--- src/rtl/alu_exec_if.sv ---
// Handshake and operand/result bus for the alu_exec execute unit.
// The master launches operations; the slave (alu_exec) returns results.
interface alu_exec_if #(parameter int WIDTH = 32);
  logic             start;
  logic [3:0]       aluopration;
  logic [WIDTH-1:0] a;
  logic [WIDTH-1:0] b;
  logic             busy;
  logic             done;
  logic [WIDTH-1:0] result;
  logic             zero;
  logic             overflow;

  modport master (
    output start, aluopration, a, b,
    input  busy, done, result, zero, overflow
  );

  modport slave (
    input  start, aluopration, a, b,
    output busy, done, result, zero, overflow
  );
endinterface

--- src/rtl/alu_exec.sv ---
// Registered MIPS32 execute unit: single-cycle logic/arith ops plus an optional
// 32-cycle shift-add multiplier compiled in when ALU_MULT_EN is defined.
//
// state | meaning
// IDLE  | waiting for start; latches operands and opcode on acceptance
// EXEC  | registers result/flags of a simple op and pulses done
// MUL   | shift-add iteration, one multiplier bit per cycle (ALU_MULT_EN only)
module alu_exec #(
  parameter int WIDTH = 32
) (
  input  logic      clk,
  input  logic      rst,
  alu_exec_if.slave bus
);

`ifdef ALU_MULT_EN
  typedef enum logic [1:0] {IDLE, EXEC, MUL} state_t;
  localparam int CW = $clog2(WIDTH + 1);
`else
  typedef enum logic [1:0] {IDLE, EXEC} state_t;
`endif

  state_t           state, state_nxt;
  logic [3:0]       op_q;
  logic [WIDTH-1:0] a_q, b_q;
  logic [WIDTH-1:0] result_q;
  logic             zero_q, overflow_q, done_q;
  logic [WIDTH-1:0] alu_res, sum, diff;
  logic             alu_ovf;

`ifdef ALU_MULT_EN
  logic [WIDTH-1:0] mcand, mplier, acc, acc_nxt;
  logic [CW-1:0]    cnt;
`endif

  assign bus.busy     = (state != IDLE);
  assign bus.done     = done_q;
  assign bus.result   = result_q;
  assign bus.zero     = zero_q;
  assign bus.overflow = overflow_q;

  always_ff @(posedge clk or posedge rst) begin
    if (rst) state <= IDLE;
    else     state <= state_nxt;
  end

  always_comb begin
    state_nxt = state;
    case (state)
      IDLE: begin
        if (bus.start) begin
          state_nxt = EXEC;
`ifdef ALU_MULT_EN
          if (bus.aluopration == 4'b1001) state_nxt = MUL;
`endif
        end
      end
      EXEC: state_nxt = IDLE;
`ifdef ALU_MULT_EN
      MUL: if (cnt == CW'(1)) state_nxt = IDLE;
`endif
      default: state_nxt = IDLE;
    endcase
  end

  assign sum  = a_q + b_q;
  assign diff = a_q - b_q;

  always_comb begin
    alu_res = '0;
    alu_ovf = 1'b0;
    case (op_q)
      4'b0000: alu_res = a_q & b_q;
      4'b0001: alu_res = a_q | b_q;
      4'b0010: begin
        alu_res = sum;
        alu_ovf = (a_q[WIDTH-1] == b_q[WIDTH-1]) && (sum[WIDTH-1] != a_q[WIDTH-1]);
      end
      4'b0110: begin
        alu_res = diff;
        alu_ovf = (a_q[WIDTH-1] != b_q[WIDTH-1]) && (diff[WIDTH-1] != a_q[WIDTH-1]);
      end
      4'b0111: alu_res = {{(WIDTH-1){1'b0}}, ($signed(a_q) < $signed(b_q))};
      4'b1000: alu_res = b_q << 16;
      4'b1100: alu_res = ~(a_q | b_q);
      default: alu_res = '0;
    endcase
  end

`ifdef ALU_MULT_EN
  assign acc_nxt = acc + (mplier[0] ? mcand : '0);
`endif

  always_ff @(posedge clk or posedge rst) begin
    if (rst) begin
      op_q       <= '0;
      a_q        <= '0;
      b_q        <= '0;
      result_q   <= '0;
      zero_q     <= 1'b1;
      overflow_q <= 1'b0;
      done_q     <= 1'b0;
`ifdef ALU_MULT_EN
      mcand      <= '0;
      mplier     <= '0;
      acc        <= '0;
      cnt        <= '0;
`endif
    end else begin
      done_q <= 1'b0;
      case (state)
        IDLE: begin
          if (bus.start) begin
            op_q <= bus.aluopration;
            a_q  <= bus.a;
            b_q  <= bus.b;
`ifdef ALU_MULT_EN
            mcand  <= bus.a;
            mplier <= bus.b;
            acc    <= '0;
            cnt    <= (bus.aluopration == 4'b1001) ? CW'(WIDTH) : '0;
`endif
          end
        end
        EXEC: begin
          result_q   <= alu_res;
          zero_q     <= (alu_res == '0);
          overflow_q <= alu_ovf;
          done_q     <= 1'b1;
        end
`ifdef ALU_MULT_EN
        MUL: begin
          acc    <= acc_nxt;
          mcand  <= mcand << 1;
          mplier <= mplier >> 1;
          cnt    <= cnt - CW'(1);
          // last iteration: the accumulator including this step's addend is final
          if (cnt == CW'(1)) begin
            result_q   <= acc_nxt;
            zero_q     <= (acc_nxt == '0);
            overflow_q <= 1'b0;
            done_q     <= 1'b1;
          end
        end
`endif
        default: ;
      endcase
    end
  end

endmodule

--- src/flat_wrapper.sv ---
// flat-port wrapper written by rule: the top's interface ports become plain ports
module alu_exec_flat 
#(
  parameter int WIDTH = 32
)
  (clk, rst, bus_start, bus_aluopration, bus_a, bus_b, bus_busy, bus_done, bus_result, bus_zero, bus_overflow);
  alu_exec_if #(.WIDTH(WIDTH)) bus_i ();
  input  logic clk;
  input  logic rst;
  input wire logic [$bits(bus_i.start)-1:0] bus_start;
  input wire logic [$bits(bus_i.aluopration)-1:0] bus_aluopration;
  input wire logic [$bits(bus_i.a)-1:0] bus_a;
  input wire logic [$bits(bus_i.b)-1:0] bus_b;
  output wire logic [$bits(bus_i.busy)-1:0] bus_busy;
  output wire logic [$bits(bus_i.done)-1:0] bus_done;
  output wire logic [$bits(bus_i.result)-1:0] bus_result;
  output wire logic [$bits(bus_i.zero)-1:0] bus_zero;
  output wire logic [$bits(bus_i.overflow)-1:0] bus_overflow;
  assign bus_i.start = bus_start;
  assign bus_i.aluopration = bus_aluopration;
  assign bus_i.a = bus_a;
  assign bus_i.b = bus_b;
  assign bus_busy = bus_i.busy;
  assign bus_done = bus_i.done;
  assign bus_result = bus_i.result;
  assign bus_zero = bus_i.zero;
  assign bus_overflow = bus_i.overflow;
  alu_exec #(.WIDTH(WIDTH)) u_core (.clk(clk), .rst(rst), .bus(bus_i));
endmodule
--- config.mk ---
export PLATFORM = sky130hd
export DESIGN_NAME = alu_exec_flat
export DESIGN_NICKNAME = d
export VERILOG_FILES = /design/src/rtl/alu_exec_if.sv /design/src/rtl/alu_exec.sv /design/src/flat_wrapper.sv
export SDC_FILE = /design/constraint.sdc
export NUM_CORES = 1
export LEC_CHECK = 0
export CELL_PAD_IN_SITES_DETAIL_PLACEMENT = 0
export CELL_PAD_IN_SITES_GLOBAL_PLACEMENT = 1
export CORE_MARGIN = 2
export CORE_UTILIZATION = 30
export DETAILED_ROUTE_END_ITERATION = 10
export HOLD_SLACK_MARGIN = 0.05
export MAX_ROUTING_LAYER = met4
export PLACE_DENSITY = 0.71
export SETUP_SLACK_MARGIN = 0.05
export SYNTH_ARGS = -nofsm -noshare
export SYNTH_HDL_FRONTEND = slang
export SYNTH_SLANG_ARGS = --single-unit
export TNS_END_PERCENT = 5
--- constraint.sdc ---
create_clock -name clk -period 3.1 [get_ports clk]
set_input_delay 0.465 -clock clk [delete_from_list [all_inputs] [get_ports clk]]
set_output_delay 0.465 -clock clk [all_outputs]
set_load 0.01 [all_outputs]
==> flow_summary.yaml, run 1 <==
detailed_routing:
  drtPass1Iterations: 5
  drt_iter0_markers: 1083
  wl_per_cell_um: 21.1
  ant_nets: 0
  finalWirelength_um: 42700
  vias: 10900
  drc_errors: 0
  via_per_inst: 5.39
cts:
  root_buffer: "clkbuf_16"
  cts_max_path_buffers: 2
  cts_tree: "built"
  numCtsBuffers: 9
  clock_latency_ns: 0.38
  cts.sink_count: 104
  clkTransAtPathRegs_ns: 0.08
  htree_levels: 3
place:
  dp_worst_setup_slack_ns: -0.744
  portBuffers: 106
  hpwl_um: 34800
  gp_congestion: 0.942
yosys:
  avgSynthCellArea_um2: 7.93
  yosys.area.top_type: "dfrtp_1"
  synth_seq_cells: 104
  synth_area_leaders: "dfrtp_1, ha_1, o21ai_0"
  ys_types: 89
  ys_async_sr_fraction_pct: 100
  syn-num-nets: 1371
  synth_area_um2: 9510
  synth-edff-count: 0
  yosys_warnings: 0
  ys_seq_area_share_pct: 27.4
  synth_flop_cell: "dfrtp_1"
  synth_cells: 1200
  yosysTopAreaCellShare_pct: 27.1
power_and_ir_drop:
  cellPowerDensity_nw_per_um2: 575
  ir_worst_vdd_mv: 0.311
  p_leak_nw: 6.56
  power_mw: 8.23
grt:
  gr-total-overflow: 0
  grt_use_total_pct: 26.4
  antenna_found_initial: 1
  grt_pass1_wl_um: 63900
  grt_start_max_net_pins: 105
  grt_pass1_vias: 10600
cells_and_area:
  drive_gt1_share_pct: 30.9
  finalNetCount: 1789
  final_common_cell: "buf_4"
  syn_to_final_growth_pct: 50.6
  final_cell_mix: "buf_4, nand2_1, o21ai_0"
floorplanning:
  initial_core_util_pct: 30.3
  core_um2: 31400
  dieArea_um2: 33100
  die_y_um: 182
  die_w_um: 182
  io_pins: 107
  rows: 65
critical_path:
  reg2reg_from: "u_core.a_q[0]"
  worstPathRequired_ns: 3.38
  rrSetupSlack_ns: -0.47
  crit_start: "u_core.a_q[0]"
  end_kind: "register"
  cp-start-kind: "register"
  worstPathMaxFanout: 4
  crit_type: "reg -> reg"
  critPathArrivalTime_ns: 3.85
timing:
  fin_crit_ns: 3.57
  rsz0062_at_grt: "true"
  maxSlewViolCount: 0
  worst_pin_slew_ns: 0.800
  setup-violations-final: 11
  period_share_pct: 115
  fin_skew_ns: 0.00918
  fin_ws_ns: -0.466
  finalHoldViolCount: 0
  fmax_ghz: 0.280
  max_slew_margin_pct: 46.7
hold_path:
  hold_path.class: "reg -> reg"
  worst_hold_startpoint: "u_core.bus.result[8]"
job:
  cap_violations: 0
run_status:
  failed_checks: "setup timing"
  status: "complete, but fails checks"
==> worst max-delay path: stages (launching register included) <==
cell and delay [ns]:
dfrtp_1 0.35, inv_1 0.06, ha_2 0.19, buf_6 0.11
or2_4 0.24, a2111o_1 0.49, nor3b_4 0.21, a221o_2 0.39
a21oi_2 0.15, nand4_1 0.15, nor4b_2 0.34, and4_1 0.24
and4_1 0.22, nand4_1 0.11, o41ai_2 0.21
==> per-stage QoR <==
step | instance area [um^2] | hold slack (ns) | util, % | setup TNS (ns) | cells
floorplan | 9560 | 0.503 | - | -0.138 | 1200
global placement | 13600 | 0.475 | 43.4 | -4.67 | 2001
detailed placement | 13600 | 0.495 | 43.4 | -5.30 | 2001
CTS | 14100 | 0.513 | 45.1 | -2.57 | 2022
global route | 14300 | 0.523 | 45.6 | -4.10 | 2026
finish | 14300 | 0.507 | 45.6 | -2.32 | 2026
==> registers in the layout, indices dropped and copies added (netlist names) <==
name                 count
u_core.b_q              32
u_core.bus.result       32
u_core.state             1
u_core.a_q              32
u_core.op_q              4
u_core.bus.overflow      1
u_core.bus.done          1
u_core.bus.zero          1
==> path summary, 6_finish.rpt <==
kind,to,cells past startpoint
worst max register to register,u_core.bus.zero,14
worst max-delay path,u_core.bus.zero,14
worst min register to register,u_core.bus.result[8],1
min in group asynchronous,u_core.a_q[4],3
max in group asynchronous,u_core.bus.result[26],3
worst min-delay path,u_core.bus.result[8],1
==> power by group <==
part | switching [mW] | internal (mW) | leakage, nW
Clock | 0.590 | 0.575 | 0.137
Sequential | 0.163 | 1.61 | 1.26
Combinational | 2.78 | 2.51 | 5.17
Total | 3.53 | 4.70 | 6.56
==> routing by layer <==
layer,vias to the layer above,track usage [%],share of wire [%]
li1,5203,-,-
met1,5249,38.2,48
met2,424,37.5,42
met3,48,4.33,7.2
met4,0,8.03,2.5
met5,-,-,0
==> what timing repair did <==
item	in CTS	in global routing
pin swaps	21	12
endpoints found under the hold margin	0	0
setup buffers	5	3
endpoints found under the setup margin	21	23
hold buffers	0	0
gates resized for setup	44	31
==> layout make-up <==
class | count | area (um^2)
well taps | 402 | 503
clock inverters | 5 | 38.8
multi-input cells | 913 | 6530
flip-flops and latches | 104 | 2610
clock buffers | 11 | 243
inverters | 105 | 398
fillers | 3158 | 17100
diodes | 1 | 2.50
repair buffers | 485 | 4000
==> cells in the mapped netlist, types with 11 or more instances <==
cell / count
o31ai_1: 14
nand4_1: 14
dfrtp_1: 103
nand3_1: 18
nor4_1: 17
ha_1: 98
o21ai_0: 110
a221o_1: 15
nor3_1: 25
nor2b_1: 12
buf_2: 14
a22oi_1: 16
nand2_1: 127
o211ai_1: 20
a211oi_1: 12
inv_1: 104
nor2_1: 82
a21o_1: 15
o221ai_1: 12
nand2b_1: 11
clkbuf_1: 49
a21oi_1: 108
==> kinds of logic after synthesis <==
family	synth area share, %
AOI/OAI and AO/OA	31.2
adders and majority gates	13.3
buffers and inverters	8.30
DFF	27.4
and+or+nand+nor	17.8
muxes	1.91
xor gates and xnor gates	0.0921
(Power assumes the default switching activity.)
==> run 2, diff against run 1 <==
--- a/config.mk
+++ b/config.mk
@@ -5,14 +5,16 @@
 export SDC_FILE = /design/constraint.sdc
 export NUM_CORES = 1
 export LEC_CHECK = 0
+export ABC_AREA = 1
 export CELL_PAD_IN_SITES_DETAIL_PLACEMENT = 0
 export CELL_PAD_IN_SITES_GLOBAL_PLACEMENT = 1
 export CORE_MARGIN = 2
 export CORE_UTILIZATION = 30
 export DETAILED_ROUTE_END_ITERATION = 10
+export DONT_BUFFER_PORTS = 1
 export HOLD_SLACK_MARGIN = 0.05
 export MAX_ROUTING_LAYER = met4
-export PLACE_DENSITY = 0.71
+export PLACE_DENSITY = 0.68
 export SETUP_SLACK_MARGIN = 0.05
 export SYNTH_ARGS = -nofsm -noshare
 export SYNTH_HDL_FRONTEND = slang
==> flow_summary.yaml, run 2 <==
cells_and_area:
  finalNetCount: 1940
  nFillCells: 4060
  drive_gt1_share_pct: 9.42
  multi_input_area_um2: 6600
  final_common_cell: "nand2_1"
  instances_no_fill: 2234
  syn_to_final_growth_pct: 10.6
  final_cell_mix: "nand2_1, inv_1, nand3_1"
  ff_latch_area_um2: 2600
  diodes: 0
yosys:
  synth_seq_cells: 104
  synth_area_um2: 10700
  synth_flop_cell: "dfrtp_1"
  ys_async_sr_fraction_pct: 100
  avgSynthCellArea_um2: 6.09
  yosys.area.top_type: "dfrtp_1"
  synth_area_leaders: "dfrtp_1, nand2_1, ha_1"
  synth_cells: 1754
  synth.most_common_cell: "nand2_1"
  yosys_warnings: 0
  ys_types: 41
  yosysTopAreaCellShare_pct: 24.1
  ys_seq_area_share_pct: 24.4
  syn-num-nets: 1925
  synth_common_cells: "nand2_1, inv_1, nand3_1"
  synth-edff-count: 0
timing:
  fin_skew_ns: 0.0119
  period_share_pct: 92.2
  setup-violations-final: 0
  fin_crit_ns: 2.86
  fin_ws_ns: 0.242
  worst_pin_slew_ns: 0.821
  rsz0062_at_grt: "false"
  max_slew_margin_pct: 45.3
  final.setup.tns_ns: 0
  fmax_ghz: 0.350
  finalHoldViolCount: 0
  maxSlewViolCount: 0
  whs_ns: 0.116
cts:
  numCtsBuffers: 9
  hold_buffers: 0
  htree_levels: 3
  clkTransAtPathRegs_ns: 0.07
  cts_max_path_buffers: 2
  clock_latency_ns: 0.38
  cts_tree: "built"
  cts.sink_count: 104
  root_buffer: "clkbuf_16"
power_and_ir_drop:
  p_leak_nw: 6.46
  p_sw_mw: 3.35
  power_frac_seq_pct: 26.7
  clock_power_share_pct: 18.9
  cellPowerDensity_nw_per_um2: 575
  switching_share_pct: 49.3
  p_int_mw: 3.45
  ir_worst_vdd_mv: 0.295
  pwr-share-comb_pct: 54.4
place:
  gp_congestion: 0.950
  portBuffers: 0
  dp_worst_setup_slack_ns: 0.136
  post-place-cells: 2219
  hpwl_um: 37000
detailed_routing:
  drc_errors: 0
  vias: 10900
  wl_per_cell_um: 19.6
  finalWirelength_um: 43800
  drtPass1Iterations: 5
  ant_nets: 0
  drt_iter0_markers: 835
  via_per_inst: 4.89
critical_path:
  critPathArrivalTime_ns: 3.18
  reg2reg_depth: 17
  cp_num_buf_inv: 2
  path_cells: "inv_1 -> ha_1 -> nor2_1 -> inv_1 -> nor2_1 -> nand2_1 -> nor3_2 -> nand2_1 -> nand2_1 -> nand2_1 -> nand3_1 -> nand3_1 -> nor2_1 -> nand2_1 -> nor3_1 -> nand2_1 -> nand2_1"
  critical-path-max-stage-delay_ns: 0.42
  cp_common_cell: "nand2_1"
  worstPathRequired_ns: 3.42
  path_delay_family: "simple AND/OR/NAND/NOR gates"
  worstPathMaxFanout: 7
  crit_type: "reg -> reg"
  end_kind: "register"
  cp-start-kind: "register"
  cpMaxStageDelayCell: "ha_1"
  path_depth: 17
grt:
  grt_pass1_vias: 10400
  grt_use_total_pct: 24.8
  grt_start_max_net_pins: 105
  grt_pass1_wl_um: 64600
  antenna_found_initial: 0
  gr-total-overflow: 0
floorplanning:
  rows: 69
  die_w_um: 193
  io_pins: 107
  initial_core_util_pct: 30.3
  dieArea_um2: 37100
  core_um2: 35300
  die_y_um: 193
job:
  cap_violations: 0
hold_path:
  hold_path.class: "in -> async"
run_status:
  status: "finished, final reports clean"
==> run 2: cell count changes after synthesis, sizes merged, moves of 17 or more <==
cell and delta:
inv +217, nor2 +71, nand2 +477, a21oi -50, nor4 -17, o211ai -21
o22ai +17, a221o -18, nand3 +142, o21ai -17, clkbuf -33
==> run 2: layer usage <==
layer	GRT usage, %	share of wire (%)	vias up
li1	-	-	5481
met1	37.1	52	5068
met2	34.4	40	339
met3	2.84	5.9	42
met4	7.55	2.4	0
met5	-	0	-
==> run 2: area by class of cell <==
| cell class | count | share of cell area, % |
|---|---|---|
| Tap cell | 461 | 4.88 |
| Multi-Input combinational cell | 1266 | 55.8 |
| Clock inverter | 5 | 0.688 |
| Timing Repair Buffer | 65 | 4.23 |
| Clock buffer | 10 | 2.02 |
| Sequential cell | 104 | 22.0 |
| Inverter | 323 | 10.3 |
==> run 2: kinds of logic (layout without fill, tap and decap cells) <==
| group | count (synthesis) | in the layout | synth area share (%) |
|---|---|---|---|
| xor gates and xnor gates | 2 | 2 | 0.164 |
| buffers and inverters | 384 | 403 | 14.8 |
| DFF | 104 | 104 | 24.4 |
| and+or+nand+nor | 956 | 956 | 37.8 |
| AOI/OAI and AO/OA | 208 | 208 | 11.0 |
| adders and majority gates | 100 | 100 | 11.9 |
==> run 2: final timing paths <==
check                                 from  slack (ns)               to
max                         u_core.a_q[13]        0.24  u_core.bus.zero
min                                    rst        0.12    u_core.b_q[3]
max reg2reg                 u_core.a_q[13]        0.24  u_core.bus.zero
min reg2reg                u_core.bus.zero        0.53  u_core.bus.zero
max in group asynchronous              rst        2.55   u_core.b_q[30]
min in group clk                 bus_a[31]        0.20   u_core.a_q[31]
==> run 2: repair_timing <==
item / in CTS / in global routing
buffers inserted: 0 / 0
resized for setup: 0 / 33
endpoints found under the setup margin: 0 / 4
==> run 2: power groups by stage <==
stage	Sequential, mW	Clock [mW]	Combinational (mW)
after floorplan	1.78	0	2.39
after global placement	1.84	0	3.59
after detailed placement	1.85	0	3.57
after CTS	1.82	1.33	3.59
after global routing	1.85	1.37	4.11
final	1.81	1.29	3.70
==> run 2: metrics by stage <==
stage	utilization (%)	instance area, um^2	total power [mW]
after floorplan	-	10700	4.18
after global placement	32.3	11400	5.42
after detailed placement	32.3	11400	5.42
after CTS	33.2	11700	6.74
after global routing	33.5	11800	7.34
final	33.5	11800	6.80
==> run 3, diff against run 2 <==
--- a/config.mk
+++ b/config.mk
@@ -6,15 +6,16 @@
 export NUM_CORES = 1
 export LEC_CHECK = 0
 export ABC_AREA = 1
+export CAP_MARGIN = 20
 export CELL_PAD_IN_SITES_DETAIL_PLACEMENT = 0
 export CELL_PAD_IN_SITES_GLOBAL_PLACEMENT = 1
 export CORE_MARGIN = 2
-export CORE_UTILIZATION = 30
+export CORE_UTILIZATION = 41
 export DETAILED_ROUTE_END_ITERATION = 10
 export DONT_BUFFER_PORTS = 1
 export HOLD_SLACK_MARGIN = 0.05
 export MAX_ROUTING_LAYER = met4
-export PLACE_DENSITY = 0.68
+export PLACE_DENSITY = 0.85
 export SETUP_SLACK_MARGIN = 0.05
 export SYNTH_ARGS = -nofsm -noshare
 export SYNTH_HDL_FRONTEND = slang
==> flow_summary.yaml, run 3 (same netlist as run 2, synthesis figures left out) <==
detailed_routing:
  ant_nets: 0
  drt_iter0_markers: 1086
  via_per_inst: 5.26
  wl_met3_um: 3320
  drc_errors: 0
  vias: 11000
  wl_met1_um: 19600
  wl_per_cell_um: 19.1
  dr_wl_met2_um: 16100
  top_layer: "met4"
  drtPass1Iterations: 6
  finalWirelength_um: 40100
floorplanning:
  io_pins: 107
  die_y_um: 165
  core_um2: 25800
  die_w_um: 165
  rows: 59
  dieArea_um2: 27400
  initial_core_util_pct: 41.3
grt:
  grt_use_total_pct: 30.3
  grt_start_max_net_pins: 59
  grt_pass1_vias: 9940
  gr-total-overflow: 0
  antenna_found_initial: 0
  grt_pass1_wl_um: 59000
cells_and_area:
  final_cell_mix: "nand2_1, inv_1, nand3_1"
  drive_gt1_share_pct: 7.89
  stdcell_area_um2: 11500
  utilization_pct: 44.5
  final_common_cell: "nand2_1"
  diodes: 0
  finalNetCount: 1927
  syn_to_final_growth_pct: 7.75
  instances_no_fill: 2096
  nFillCells: 2815
cts:
  clock_latency_ns: 0.37
  numCtsBuffers: 9
  cts.sink_count: 104
  cts_max_path_buffers: 2
  clkTransAtPathRegs_ns: 0.08
  cts_tree: "built"
  htree_levels: 3
  root_buffer: "clkbuf_16"
power_and_ir_drop:
  pwr-share-comb_pct: 54.4
  p_sw_mw: 3.31
  p_int_mw: 3.23
  switching_share_pct: 50.6
  cellPowerDensity_nw_per_um2: 568
  ir_worst_vdd_mv: 0.269
  clock_power_share_pct: 17.9
  power_frac_seq_pct: 27.7
  p_leak_nw: 6.39
timing:
  fin_crit_ns: 2.90
  setup-violations-final: 0
  rsz0062_at_grt: "false"
  fin_skew_ns: 0.0164
  fmax_ghz: 0.344
  final.setup.tns_ns: 0
  max_slew_margin_pct: 47.5
  period_share_pct: 93.7
  maxSlewViolCount: 0
  finalHoldViolCount: 0
  whs_ns: 0.208
  worst_pin_slew_ns: 0.782
critical_path:
  reg2reg_depth: 15
  crit_type: "reg -> reg"
  reg2reg_from: "u_core.b_q[9]"
  worstPathMaxFanout: 9
  critPathArrivalTime_ns: 3.21
  worstPathRequired_ns: 3.40
  timing.rr.end: "u_core.bus.zero"
  cp-endpoint: "u_core.bus.zero"
  rrSetupSlack_ns: 0.20
  end_kind: "register"
  crit_start: "u_core.b_q[9]"
  cp-start-kind: "register"
place:
  gp_congestion: 0.983
  hpwl_um: 33700
  post-place-cells: 2077
  portBuffers: 0
  dpl_cell_area_um2: 11100
hold_path:
  hold_path.class: "in -> reg"
job:
  cap_violations: 0
run_status:
  status: "finished, final reports clean"
run 3: worst max-delay path, cell delays in order (launching register included):
cell and delay (ns):
dfrtp_1 0.39, inv_1 0.17, ha_2 0.38, nand2_1 0.10, nand2_1 0.15, a21oi_1 0.32
nand3_2 0.17, inv_1 0.17, a21oi_1 0.09, a21oi_1 0.27, nand2_1 0.08, nor2_1 0.22
nand3_1 0.10, nor2_1 0.10, nand2_1 0.06, nand2_1 0.06
run 3: area by class of cell:
class                   instances  area (um^2)  area share, %
inverters                     323         1220           10.6
clock buffers                  11          233           2.02
multi-input cells            1266         6570           57.0
flip-flops and latches        104         2610           22.6
repair buffers                 52          418           3.63
clock inverters                 5         47.5          0.413
well taps                     335          419           3.64
run 3: what timing repair did:
action,4_1_cts,5_1_grt
resized for setup,1,19
setup buffers,0,2
endpoints found under the setup margin,1,1
endpoints found under the hold margin,10,0
hold buffers,1,0
run 3: routing by layer:
layer	up-vias	track usage [%]
li1	5452	-
met4	0	8.89
met3	52	4.52
met1	5076	45.0
met2	451	42.1
met5	-	-
run 3: power groups by stage:
| stage | registers (mW) | clock network, mW | logic [mW] |
|---|---|---|---|
| after global placement | 1.82 | 0 | 3.41 |
| final | 1.81 | 1.17 | 3.56 |
| after CTS | 1.81 | 1.20 | 3.44 |
| after global routing | 1.85 | 1.24 | 3.93 |
| after detailed placement | 1.84 | 0 | 3.42 |
| after floorplan | 1.78 | 0 | 2.39 |
run 3: how the worst min path moves through the flow:
| stage | slack [ns] | depth (start not counted) | to | startpoint |
|---|---|---|---|---|
| CTS | 0.20 | 2 | u_core.op_q[2] | bus_aluopration[2] |
| global placement | 0.31 | 1 | u_core.op_q[2] | rst |
| detailed placement | 0.31 | 1 | u_core.op_q[2] | rst |
| global route | 0.21 | 2 | u_core.op_q[2] | bus_aluopration[2] |
| finish | 0.21 | 2 | u_core.op_q[2] | bus_aluopration[2] |
| floorplan | 0.43 | 0 | u_core.bus.done | u_core.state[0] |
run 3: stage by stage:
stage | setup slack [ns] | power, mW
after floorplan | 0.902 | 4.18
after global placement | 0.0662 | 5.24
after detailed placement | 0.0396 | 5.26
after CTS | 0.0617 | 6.45
after global routing | 0.0503 | 7.03
final | 0.195 | 6.54
